File: src/rtl/mips_instr_encoder.sv
// mips_instr_encoder
//
// Purpose:
//   Turns symbolic instruction requests (operation, register fields,
//   immediate) into 32-bit MIPS words. Encoded words are queued in a small
//   FIFO and written one per accepted write cycle into instruction memory.
//   Writes start at BASE_ADDR and advance by 4 bytes per word.
//   A syscall request is the last one accepted. Once the syscall word has
//   been written the block raises done and goes idle until reset.
//
// Parameters:
//   BASE_ADDR  byte address of the first written word
//   DEPTH      FIFO entries (power of two, >= 2)
//
// Configuration macro:
//   ENC_RANGE_CHECK_EN  when defined, immediates are range-checked at
//                       acceptance. Violating requests are dropped and set
//                       error.
//
// Ports:
//   clk, reset            clock, synchronous active-high reset
//   in_valid/in_ready     request handshake
//   in_op                 operation code (0..12 legal, 13..15 illegal)
//   in_rs/in_rt/in_rd     register fields
//   in_shamt              shift amount for sll
//   in_imm                immediate (16 bits I-type, 26 bits j/jal)
//   wr_en/wr_ready        memory write handshake
//   wr_addr/wr_data       byte address and word of the current write
//   word_count            words written so far (saturating)
//   done                  syscall word has been written
//   error                 sticky: an illegal/out-of-range request was dropped
module mips_instr_encoder #(
  parameter logic [31:0] BASE_ADDR = 32'h00003000,
  parameter int          DEPTH     = 4
) (
  input  logic        clk,
  input  logic        reset,
  input  logic        in_valid,
  output logic        in_ready,
  input  logic [3:0]  in_op,
  input  logic [4:0]  in_rs,
  input  logic [4:0]  in_rt,
  input  logic [4:0]  in_rd,
  input  logic [4:0]  in_shamt,
  input  logic [25:0] in_imm,
  output logic        wr_en,
  input  logic        wr_ready,
  output logic [31:0] wr_addr,
  output logic [31:0] wr_data,
  output logic [15:0] word_count,
  output logic        done,
  output logic        error
);

  localparam int PTR_W = (DEPTH > 1) ? $clog2(DEPTH) : 1;

  typedef logic [PTR_W-1:0] ptr_t;
  typedef logic [PTR_W:0]   cnt_t;

  localparam cnt_t FULL    = cnt_t'(DEPTH);
  localparam cnt_t CNT_ONE = cnt_t'(1);
  localparam ptr_t PTR_ONE = ptr_t'(1);

  typedef enum logic [1:0] {
    ST_RUN   = 2'd0,
    ST_DRAIN = 2'd1,
    ST_DONE  = 2'd2
  } state_t;

  localparam logic [3:0] OP_ADDU    = 4'd0;
  localparam logic [3:0] OP_SUBU    = 4'd1;
  localparam logic [3:0] OP_SLL     = 4'd2;
  localparam logic [3:0] OP_JR      = 4'd3;
  localparam logic [3:0] OP_SYSCALL = 4'd4;
  localparam logic [3:0] OP_ADDIU   = 4'd5;
  localparam logic [3:0] OP_ORI     = 4'd6;
  localparam logic [3:0] OP_LW      = 4'd7;
  localparam logic [3:0] OP_SW      = 4'd8;
  localparam logic [3:0] OP_BEQ     = 4'd9;
  localparam logic [3:0] OP_LUI     = 4'd10;
  localparam logic [3:0] OP_JAL     = 4'd11;
  localparam logic [3:0] OP_J       = 4'd12;

  state_t       state;
  logic [31:0]  mem [DEPTH];
  ptr_t         rd_ptr;
  ptr_t         wr_ptr;
  cnt_t         count;

  logic [31:0]  enc_word;
  logic         enc_legal;
  logic         range_ok;
  logic         accept;
  logic         push;
  logic         pop;

  // Encoder: pure function of the request fields. Illegal opcodes clear
  // enc_legal so the request is swallowed without producing a word.
  always_comb begin
    enc_word  = 32'h0;
    enc_legal = 1'b1;
    case (in_op)
      OP_ADDU:    enc_word = {6'b000000, in_rs, in_rt, in_rd, 5'b00000, 6'b100001};
      OP_SUBU:    enc_word = {6'b000000, in_rs, in_rt, in_rd, 5'b00000, 6'b100011};
      OP_SLL:     enc_word = {6'b000000, 5'b00000, in_rt, in_rd, in_shamt, 6'b000000};
      OP_JR:      enc_word = {6'b000000, in_rs, 15'b0, 6'b001000};
      OP_SYSCALL: enc_word = 32'h0000000C;
      OP_ADDIU:   enc_word = {6'b001001, in_rs, in_rt, in_imm[15:0]};
      OP_ORI:     enc_word = {6'b001101, in_rs, in_rt, in_imm[15:0]};
      OP_LW:      enc_word = {6'b100011, in_rs, in_rt, in_imm[15:0]};
      OP_SW:      enc_word = {6'b101011, in_rs, in_rt, in_imm[15:0]};
      OP_BEQ:     enc_word = {6'b000100, in_rs, in_rt, in_imm[15:0]};
      OP_LUI:     enc_word = {6'b001111, 5'b00000, in_rt, in_imm[15:0]};
      OP_JAL:     enc_word = {6'b000011, in_imm};
      OP_J:       enc_word = {6'b000010, in_imm};
      default:    enc_legal = 1'b0;
    endcase
  end

`ifdef ENC_RANGE_CHECK_EN
  // Signed immediates must fit in 16 bits as a sign-extended value.
  // Logical immediates (ori/lui) must fit as a zero-extended value.
  always_comb begin
    range_ok = 1'b1;
    case (in_op)
      OP_ADDIU, OP_LW, OP_SW, OP_BEQ: range_ok = (in_imm[25:16] == {10{in_imm[15]}});
      OP_ORI, OP_LUI:                 range_ok = (in_imm[25:16] == 10'b0);
      default:                        range_ok = 1'b1;
    endcase
  end
`else
  assign range_ok = 1'b1;
`endif

  // The handshake deliberately ignores a same-cycle pop, so a full FIFO
  // stalls the requester for one cycle even while it is draining.
  assign in_ready = !reset && (state == ST_RUN) && (count < FULL);
  assign wr_en    = !reset && (count != '0) && (state != ST_DONE);
  assign wr_data  = mem[rd_ptr];

  assign accept = in_valid && in_ready;
  assign push   = accept && enc_legal && range_ok;
  assign pop    = wr_en && wr_ready;

  // FIFO storage has no reset. The pointers and count define which entries
  // are meaningful, so stale words are never presented after reset.
  always_ff @(posedge clk) begin
    if (!reset && push) begin
      mem[wr_ptr] <= enc_word;
    end
  end

  // Control state: pointers, occupancy, write address, counters and the
  // RUN -> DRAIN -> DONE sequence. In DRAIN no pushes occur, so the entry
  // leaving the FIFO when only one remains is the syscall word.
  always_ff @(posedge clk) begin
    if (reset) begin
      state      <= ST_RUN;
      rd_ptr     <= '0;
      wr_ptr     <= '0;
      count      <= '0;
      wr_addr    <= BASE_ADDR;
      word_count <= 16'h0000;
      done       <= 1'b0;
      error      <= 1'b0;
    end else begin
      if (push) begin
        wr_ptr <= wr_ptr + PTR_ONE;
      end
      if (pop) begin
        rd_ptr  <= rd_ptr + PTR_ONE;
        wr_addr <= wr_addr + 32'd4;
        if (word_count != 16'hFFFF) begin
          word_count <= word_count + 16'd1;
        end
      end
      case ({push, pop})
        2'b10:   count <= count + CNT_ONE;
        2'b01:   count <= count - CNT_ONE;
        default: count <= count;
      endcase
      if (accept && !(enc_legal && range_ok)) begin
        error <= 1'b1;
      end
      case (state)
        ST_RUN: begin
          if (push && (in_op == OP_SYSCALL)) begin
            state <= ST_DRAIN;
          end
        end
        ST_DRAIN: begin
          if (pop && (count == CNT_ONE)) begin
            state <= ST_DONE;
            done  <= 1'b1;
          end
        end
        ST_DONE: begin
          state <= ST_DONE;
        end
        default: begin
          state <= ST_RUN;
        end
      endcase
    end
  end

endmodule

File: config.mk
export PLATFORM = sky130hd
export DESIGN_NAME = mips_instr_encoder
export DESIGN_NICKNAME = d
export VERILOG_FILES = /design/src/rtl/mips_instr_encoder.sv
export SDC_FILE = /design/constraint.sdc
export NUM_CORES = 1
export LEC_CHECK = 0
export BUFFER_PORTS_ARGS = -buffer_cell sky130_fd_sc_hd__buf_2
export CAP_MARGIN = 20
export CORE_MARGIN = 2
export CORE_UTILIZATION = 50
export CTS_CLUSTER_SIZE = 20
export DETAILED_ROUTE_END_ITERATION = 10
export HOLD_SLACK_MARGIN = 0.05
export MAX_ROUTING_LAYER = met4
export PLACE_DENSITY = 0.75
export SLEW_MARGIN = 20
export SYNTH_ARGS = -nofsm -noshare
export SYNTH_HDL_FRONTEND = slang
export SYNTH_SLANG_ARGS = --single-unit
File: constraint.sdc
create_clock -name clk -period 2.6 [get_ports clk]
set_clock_uncertainty 0.15 [all_clocks]
set_input_delay 0.13 -clock clk [delete_from_list [all_inputs] [get_ports clk]]
set_output_delay 0.13 -clock clk [all_outputs]
set_load 0.01 [all_outputs]
==> results.yml, run 1 <==
final_layout:
  areaGrowthSynthToFinish_pct: 26.6
  regArea_mm2: 0.00491
  multi_input_area_mm2: 0.00272
  drive_gt1_share_pct: 29.5
  final_cells: 976
  final_area_mm2: 0.00988
  fin_nets: 820
  nFillCells: 1140
critical_path:
  required_ns: 2.71
  worstPathCellList: "dlygate4sd3_1 -> buf_2 -> or2_2 -> nor2_1 -> a22o_1 -> dlygate4sd3_1"
  path_max_fanout: 15
  ff2ff_setup_slack_ns: 0.23
  path_depth: 6
  cpLargestDelayFamily: "buffers and inverters"
  worst_path_largest_cell_delay_ns: 0.63
  critPathLaunchType: "primary input"
  crit_type: "in2reg"
  cpMaxStageDelayCell: "dlygate4sd3_1"
  cp_num_buf_inv: 3
  r2r_cells: 8
  r2r-start: "state[0]$_SDFFE_PP0P_"
  reg2reg_to: "count[2]$_SDFFE_PP0P_"
  end_kind: "register"
  crit_arrival_ns: 2.59
  crit_top_cell: "dlygate4sd3_1"
floorplanning:
  num_rows: 45
  die_height_um: 129
  ios: 138
  core_area_mm2: 0.0153
  initial_core_util_pct: 51.2
  die-area_mm2: 0.0166
  die_w_um: 129
power_and_ir_drop:
  power_leakage_nw: 3.72
  p_per_area_mw_per_mm2: 689
  ir_drop_v: 0.000485
  p_total_w: 0.00681
grt:
  grt_pass1_wl_mm: 26.4
  grt_max_degree: 52
  grt-ovfl-total: 0
  grt_pass1_vias: 5273
  grt_antenna_before_repair: 1
  gr-usage-all-layers_pct: 21.4
logic_synthesis:
  synth.distinct_cells: 58
  synth_top_area_share_pct: 47.7
  syn_inst: 560
  synthTopCellsByArea: "edfxtp_1 48%, dfxtp_1 15%, mux4_2 8.9%, xor2_1 2.7%, ha_1 2.4%"
  syn_avg_cell_area_um2: 13.9
  netlist_area_mm2: 0.00781
  synthArstFlopShare_pct: 0
  synth-edff-count: 124
  ys_seq_area_share_pct: 62.8
  synthFlopType: "edfxtp_1"
  ys_ff_latch: 183
  ys_warn_count: 0
  synth_area_leader_cell: "edfxtp_1"
drt:
  vias_per_cell: 5.42
  drt_pass1_iterations: 4
  post-route-drc-count: 0
  drtAntennaViolNets: 0
  topRoutingLayerUsed: "met4"
  drt-total-wl_mm: 16.7
  vias: 5288
  wl_per_cell_um: 17.1
  initialDrtViolationCount: 302
  dr_wl_met2_mm: 8.41
  met1Wirelength_mm: 7.14
  wl_met3_um: 912
min_path:
  hold_start: "in_op[2]"
  holdPathStages: 3
  holdPathEnd: "mem[1][1]$_DFFE_PP_"
  hp-class: "in2reg"
placement:
  place_inst: 892
  dpl_cell_area_mm2: 0.00876
  dp_hpwl_mm: 10.8
  dpl_worst_slack_ns: 0.248
  port_buffers: 134
  gp_congestion: 0.863
clock_tree:
  postCtsSetupRepairBufs: 0
  cts.clk_slew.worst_paths_ns: 0.07
  htree_num_levels: 4
  clockBufferDepth: 2
  insertion_delay_ns: 0.43
  cts_root_buf: "clkbuf_16"
  tritoncts.num_buffers: 17
  clock-sinks: 183
  cts_tree: "done"
run:
  maxCapViolCount: 0
timing:
  worstMarginPinSlew_ns: 0.907
  rsz0062_at_grt: "no"
  finalWorstSetupSlack_ns: 0.125
  fin_setup_tns_ns: 0
  hold_violations: 0
  period_needed_ns: 2.47
  timing_max_transition_violations_final: 0
  relSlewSlack_pct: 39.4
  fin_crit_sh_pct: 95.2
  setup-violations-final: 0
  fmax_mhz: 404
outcome:
  run_status: "finished, final reports clean"
==> where the power goes <==
| part | leakage (nW) | switching [W] | total [W] | internal [W] |
|---|---|---|---|---|
| combinational | 1.83 | 0.000475 | 0.000926 | 0.000451 |
| sequential | 1.62 | 0.0000472 | 0.00329 | 0.00324 |
| clock | 0.281 | 0.00108 | 0.00260 | 0.00152 |
==> layout make-up <==
cell class              count  share of cell area, %
diodes                      1                 0.0253
clock buffers              18                   4.34
clock inverters            14                   1.75
inverters                  15                  0.570
multi-input cells         337                   27.5
flip-flops and latches    183                   49.6
well taps                 211                   2.67
repair buffers            197                   13.5
==> flip-flops by register name, indices dropped and copies added (netlist names), named ones only <==
register and count:
count 3, done 1, error 1, mem 124
rd_ptr 2, state 2, word_count 16, wr_addr 30
wr_ptr 2
==> logic make-up after synthesis <==
| family | synth area share (%) |
|---|---|
| AOI/OAI and AO/OA | 5.98 |
| xor gates and xnor gates | 4.15 |
| adders and majority gates | 2.40 |
| buffers and inverters | 2.58 |
| DFF | 62.8 |
| muxes | 9.85 |
| other | 0.0480 |
| and+or+nand+nor | 12.2 |
==> synth_stat cells (all sizes together) (7+ instances only) <==
master / count
a21oi: 13
a22o: 21
and2: 9
and3: 8
buf: 13
clkbuf: 13
dfxtp: 59
edfxtp: 124
ha: 15
inv: 15
mux4: 31
nand2: 28
nand3: 20
nand4: 16
nor2: 51
nor4: 7
o21ai: 17
or3: 10
xnor2: 13
xor2: 24
==> per-stage QoR <==
stage               hold WS [ns]  utilization [%]
floorplan                  0.167                -
CTS                        0.124             64.7
global placement           0.271             57.4
detailed placement         0.280             57.4
global route               0.173             64.8
finish                     0.152             64.8
==> worst max-delay path by stage <==
stage / start / endpoint / slack [ns]
2_1_floorplan: state[0]$_SDFFE_PP0P_ / count[2]$_SDFFE_PP0P_ / 0.08
4_1_cts: in_op[3] / mem[3][8]$_DFFE_PP_ / 0.15
3_5_place_dp: state[0]$_SDFFE_PP0P_ / word_count[4]$_SDFFE_PP0P_ / 0.25
6_report: in_op[3] / mem[2][7]$_DFFE_PP_ / 0.13
5_1_grt: in_op[3] / mem[2][10]$_DFFE_PP_ / 0.02
3_3_place_gp: state[0]$_SDFFE_PP0P_ / word_count[9]$_SDFFE_PP0P_ / 0.37
==> routing by layer <==
metal  track usage [%]  vias up
met4              7.48        0
met5                 -        -
met1              25.6     2577
met2              36.0      183
met3              4.57       22
li1                  -     2506
==> placed cells by master, fill, tap and decap left out, types with 4 or more instances in the layout <==
cell type,n
a22o_1,21
o22ai_1,6
clkinvlp_4,4
buf_4,7
o21ai_0,15
edfxtp_1,124
mux4_2,31
mux2i_1,6
inv_1,15
nand2_1,28
buf_12,5
ha_1,15
nor4_1,5
buf_2,134
clkbuf_16,17
nor2_1,50
nor2b_1,6
or3_1,10
and4_1,6
xnor2_1,13
nand4_1,14
and2_2,4
xor2_1,24
dlygate4sd3_1,51
nand3_1,19
and3_1,7
dfxtp_1,58
and2_1,5
a21oi_1,13
==> timing repair <==
| item | CTS | global route |
|---|---|---|
| hold buffers | 51 | 0 |
| setup endpoints to repair | 0 | 2 |
| hold endpoints to repair | 114 | 0 |
| resized for setup | 0 | 1 |
==> worst reg2reg max path: stages, from the launching register on <==
cell     delay (ns)
dfxtp_1        0.35
inv_1          0.09
ha_1           0.21
nor2_2         0.17
nand3_1        0.20
inv_1          0.27
ha_1           0.34
or3_1          0.36
a21oi_1        0.16
Note: power is estimated with default switching activity, not from simulation.
==> inputs of run 2 (changes only) <==
Settings changed: CELL_PAD_IN_SITES_DETAIL_PLACEMENT from default to 1, CELL_PAD_IN_SITES_GLOBAL_PLACEMENT from default to 2, CORE_UTILIZATION 50 to 35, PLACE_DENSITY 0.75 to 0.82, REMOVE_ABC_BUFFERS from default to 1.
==> results.yml, run 2 (synthesis gave the netlist of run 1 again) <==
timing:
  setup-violations-final: 0
  timing_max_transition_violations_final: 0
  period_needed_ns: 2.31
  fmax_mhz: 433
  rsz0062_at_grt: "no"
  hold_violations: 0
  relSlewSlack_pct: 41.9
  fin_crit_sh_pct: 88.9
  hold_slack_ns: 0.0881
  fin_setup_tns_ns: 0
  worstMarginPinSlew_ns: 0.869
power_and_ir_drop:
  p_total_w: 0.00669
  switching_share_pct: 25.8
  p_per_area_mw_per_mm2: 671
  internal-power_w: 0.00496
  p_switching_w: 0.00173
  power_leakage_nw: 3.73
  p_seq_share_pct: 49.3
  pwr-share-clk_pct: 36.4
  comb_power_share_pct: 14.2
  ir_drop_v: 0.000469
floorplanning:
  die_w_um: 153
  core_area_mm2: 0.0219
  die_height_um: 153
  num_rows: 54
  initial_core_util_pct: 35.7
  ios: 138
  die-area_mm2: 0.0235
grt:
  grt-ovfl-total: 0
  grt_pass1_wl_mm: 30.8
  grt_antenna_before_repair: 1
  grt_pass1_vias: 5680
  grt_max_degree: 44
  gr-usage-all-layers_pct: 17.2
drt:
  wl_per_cell_um: 18.2
  initialDrtViolationCount: 277
  drt-total-wl_mm: 19.1
  drt_pass1_iterations: 4
  vias_per_cell: 5.07
  vias: 5310
  post-route-drc-count: 0
  drtAntennaViolNets: 0
final_layout:
  fin_nets: 821
  final_cells: 1047
  drive_gt1_share_pct: 29.7
  areaGrowthSynthToFinish_pct: 27.6
  layout_common_cells: "134 x buf_2, 124 x edfxtp_1, 58 x dfxtp_1"
  reg_top3: "mem (124), wr_addr (30), word_count (16)"
  largest_reg_flops: 124
  post-route-util_pct: 45.5
  final_common_cell: "buf_2"
  largest_register: "mem"
min_path:
  hp-class: "in2reg"
clock_tree:
  postCtsSetupRepairBufs: 0
  clockBufferDepth: 2
  insertion_delay_ns: 0.43
  htree_num_levels: 4
  clock-sinks: 183
  post_cts_resized: 0
  holdBufCountCts: 48
  cts_tree: "done"
  tritoncts.num_buffers: 17
  cts.clk_slew.worst_paths_ns: 0.07
  cts_root_buf: "clkbuf_16"
critical_path:
  cpLargestDelayFamily: "simple AND/OR/NAND/NOR gates"
  end_kind: "register"
  required_ns: 2.80
  cp_num_buf_inv: 2
  crit_arrival_ns: 2.51
  crit_type: "reg2reg"
  worst_path_largest_cell_delay_ns: 0.38
  cpMaxStageDelayCell: "or3_1"
  critPathLaunchType: "register"
  worstPathCellList: "inv_1 -> ha_1 -> nor3b_1 -> nand2_1 -> a31oi_1 -> inv_1 -> ha_1 -> or3_1 -> a21oi_1"
  path_max_fanout: 5
placement:
  place_inst: 965
  gp_congestion: 0.778
  dp_hpwl_mm: 13.3
  port_buffers: 134
run:
  maxCapViolCount: 0
outcome:
  run_status: "finished, final reports clean"
-- run 2: cell count changes in the layout (fill, tap and decap cells not counted), moves of 2 or more --
cell | before | now
buf_12 | 5 | 7
buf_4 | 7 | 9
bufinv_16 | 3 | 0
clkinv_1 | 0 | 2
clkinv_2 | 2 | 0
clkinv_4 | 1 | 3
clkinv_8 | 0 | 3
clkinvlp_4 | 4 | 2
dlygate4sd3_1 | 51 | 48
inv_6 | 2 | 4
-- run 2: final timing paths --
path                                            start  cells past startpoint                      end  slack [ns]
worst min register to register      done$_SDFFE_PP0P_                      2        done$_SDFFE_PP0P_        0.35
worst min-delay path                         wr_ready                      5  wr_addr[3]$_SDFFE_PP0P_        0.09
worst max register to register  state[0]$_SDFFE_PP0P_                      9    count[2]$_SDFFE_PP0P_        0.29
worst max-delay path            state[0]$_SDFFE_PP0P_                      9    count[2]$_SDFFE_PP0P_        0.29
-- run 2: worst register-to-register path, cell delays in order (launching register included) --
cell,delay (ns)
dfxtp_1,0.33
inv_1,0.11
ha_1,0.19
nor3b_1,0.24
nand2_1,0.09
a31oi_1,0.18
inv_1,0.07
ha_1,0.36
or3_1,0.38
a21oi_1,0.15
-- run 2: layer usage --
metal,GRT usage (%),up-vias,wire length [µm]
met2,28.8,143,9580
met4,3.98,0,140
met3,4.91,13,1220
met1,20.7,2651,8140
li1,-,2503,-
met5,-,-,0
-- run 2: power by group through the flow --
stage | clock network, W | registers [W] | logic [W]
detailed placement | 0 | 0.00337 | 0.000884
floorplan | 0 | 0.00338 | 0.000485
CTS | 0.00252 | 0.00330 | 0.000966
finish | 0.00244 | 0.00330 | 0.000951
global route | 0.00264 | 0.00331 | 0.00105
global placement | 0 | 0.00335 | 0.000854
-- run 2: final cells by class --
cell class	instances	area (µm²)
fillers	2307	11900
flip-flops and latches	183	4910
multi-input cells	337	2720
repair buffers	198	1360
clock buffers	17	425
well taps	280	350
clock inverters	15	144
inverters	15	56.3
diodes	2	5.00
-- run 2: per-stage QoR --
step / setup WS (ns) / area, µm²
2_1_floorplan: -0.201 / 7670
3_3_place_gp: 0.338 / 8910
3_5_place_dp: 0.292 / 8910
4_1_cts: 0.251 / 9960
5_1_grt: 0.0254 / 9960
6_report: 0.289 / 9960
==> inputs of run 3 (changes only) <==
Settings changed: CORE_UTILIZATION 35 to 36, CTS_BUF_LIST from default to sky130_fd_sc_hd__clkbuf_4, PLACE_DENSITY 0.82 to 0.84, SLEW_MARGIN 20 to default.
==> results.yml, run 3 (synthesis gave the netlist of run 1 again) <==
power_and_ir_drop:
  power_leakage_nw: 3.62
  internal-power_w: 0.00415
  p_total_w: 0.00578
  pwr-share-clk_pct: 26.6
  comb_power_share_pct: 16.5
  p_per_area_mw_per_mm2: 596
  p_seq_share_pct: 56.8
  ir_drop_v: 0.000229
  switching_share_pct: 28.3
  p_switching_w: 0.00163
critical_path:
  reg2reg_to: "count[2]$_SDFFE_PP0P_"
  crit_arrival_ns: 2.70
  ff2ff_setup_slack_ns: 0.22
  r2r_cells: 9
  worst_path_largest_cell_delay_ns: 0.36
  path_max_fanout: 5
  crit_type: "reg2reg"
  end_kind: "register"
  r2r-start: "state[0]$_SDFFE_PP0P_"
  required_ns: 2.93
  worstPathCellList: "inv_1 -> ha_1 -> nor3b_1 -> nand2_1 -> a31oi_1 -> inv_1 -> ha_1 -> or3_1 -> a21oi_1"
  cpLargestDelayFamily: "simple AND/OR/NAND/NOR gates"
  cpMaxStageDelayCell: "dfxtp_1"
  critPathLaunchType: "register"
  cp_num_buf_inv: 2
floorplanning:
  num_rows: 53
  die_height_um: 151
  ios: 138
  initial_core_util_pct: 36.9
  core_area_mm2: 0.0212
  die-area_mm2: 0.0229
  die_w_um: 151
min_path:
  holdPathEnd: "state[0]$_SDFFE_PP0P_"
  hp-class: "in2reg"
  hold_start: "reset"
  holdPathStages: 3
clock_tree:
  cts_tree: "done"
  htree_num_levels: 4
  cts.clk_slew.worst_paths_ns: 0.17
  clockBufferDepth: 2
  cts_root_buf: "clkbuf_4"
  postCtsSetupRepairBufs: 0
  clock-sinks: 183
  tritoncts.num_buffers: 17
  insertion_delay_ns: 0.55
timing:
  rsz0062_at_grt: "no"
  period_needed_ns: 2.38
  hold_slack_ns: 0.300
  timing_max_transition_violations_final: 0
  hold_violations: 0
  setup-violations-final: 0
  fmax_mhz: 421
  worstMarginPinSlew_ns: 0.621
  fin_crit_sh_pct: 91.4
  relSlewSlack_pct: 58.6
drt:
  wl_met3_mm: 1.13
  dr_wl_met2_mm: 9.79
  drt_pass1_iterations: 4
  vias_per_cell: 5.13
  vias: 5359
  wl_per_cell_um: 18.4
  met1Wirelength_mm: 8.16
  topRoutingLayerUsed: "met4"
  drt-total-wl_mm: 19.2
  post-route-drc-count: 0
  drtAntennaViolNets: 0
  initialDrtViolationCount: 295
final_layout:
  layout_common_cells: "134 x buf_2, 124 x edfxtp_1, 58 x dfxtp_1"
  final_common_cell: "buf_2"
  drive_gt1_share_pct: 29.8
  reg_top3: "mem (124), wr_addr (30), word_count (16)"
  n_antenna_cell: 0
  multi_input_area_mm2: 0.00272
  largest_register: "mem"
  fin_nets: 825
  largest_reg_flops: 124
  nFillCells: 2229
  regArea_mm2: 0.00491
  areaGrowthSynthToFinish_pct: 24.1
grt:
  grt_pass1_wl_mm: 30.4
  grt_pass1_vias: 5871
  grt-ovfl-total: 0
  grt_max_degree: 50
  grt_antenna_before_repair: 0
  gr-usage-all-layers_pct: 17.7
outcome:
  run_status: "finished, final reports clean"
placement:
  dp_hpwl_mm: 12.8
  port_buffers: 134
  gp_congestion: 0.765
run:
  maxCapViolCount: 0
[run 3: worst max path at each step]
stage	cells past startpoint	from	endpoint	slack (ns)
5_1_grt	9	state[1]$_SDFFE_PP0P_	count[2]$_SDFFE_PP0P_	0.06
3_5_place_dp	9	state[0]$_SDFFE_PP0P_	count[2]$_SDFFE_PP0P_	0.25
3_3_place_gp	9	state[0]$_SDFFE_PP0P_	count[2]$_SDFFE_PP0P_	0.40
4_1_cts	7	in_op[1]	mem[2][21]$_DFFE_PP_	0.03
2_1_floorplan	6	state[0]$_SDFFE_PP0P_	mem[1][0]$_DFFE_PP_	-0.20
6_report	9	state[0]$_SDFFE_PP0P_	count[2]$_SDFFE_PP0P_	0.22
[run 3: layout make-up]
cell class / instances / area share (%)
Clock inverter: 14 / 1.56
Sequential cell: 183 / 50.6
Inverter: 15 / 0.581
Multi-Input combinational cell: 337 / 28.1
Tap cell: 275 / 3.55
Timing Repair Buffer: 202 / 14.2
Clock buffer: 18 / 1.39
[run 3: stage by stage]
stage	cell area [µm²]	utilization (%)	worst slack [ns]	setup TNS [ns]	instances
5_1_grt	9690	45.8	0.0576	0	1044
4_1_cts	9690	45.8	0.0324	0	1044
6_report	9690	45.8	0.223	0	1044
2_1_floorplan	7670	-	-0.201	-24.96	535
3_3_place_gp	8860	41.9	0.405	0	958
3_5_place_dp	8860	41.9	0.246	0	958
[run 3: timing repair]
| item | 4_1_cts | 5_1_grt |
|---|---|---|
| resized for setup | 0 | 2 |
| hold buffers | 54 | 0 |
| setup endpoints to repair | 0 | 33 |
| hold endpoints to repair | 144 | 0 |
[run 3: power by group through the flow]
stage	registers, W	clock network (W)	logic (W)
floorplan	0.00338	0	0.000485
global placement	0.00334	0	0.000849
finish	0.00328	0.00154	0.000957
detailed placement	0.00335	0	0.000881
global route	0.00330	0.00171	0.00105
CTS	0.00329	0.00161	0.000964
[run 3: worst min-delay path, delay by kind of cell]
kind | cells | cell delay, ns
buf+inv | 2 | 0.77
simple gates | 1 | 0.08
[run 3: per-layer routing]
layer / GRT usage, % / up-vias
li1: - / 2510
met1: 20.6 / 2697
met2: 31.4 / 146
met3: 4.25 / 6
met4: 3.36 / 0
met5: - / -
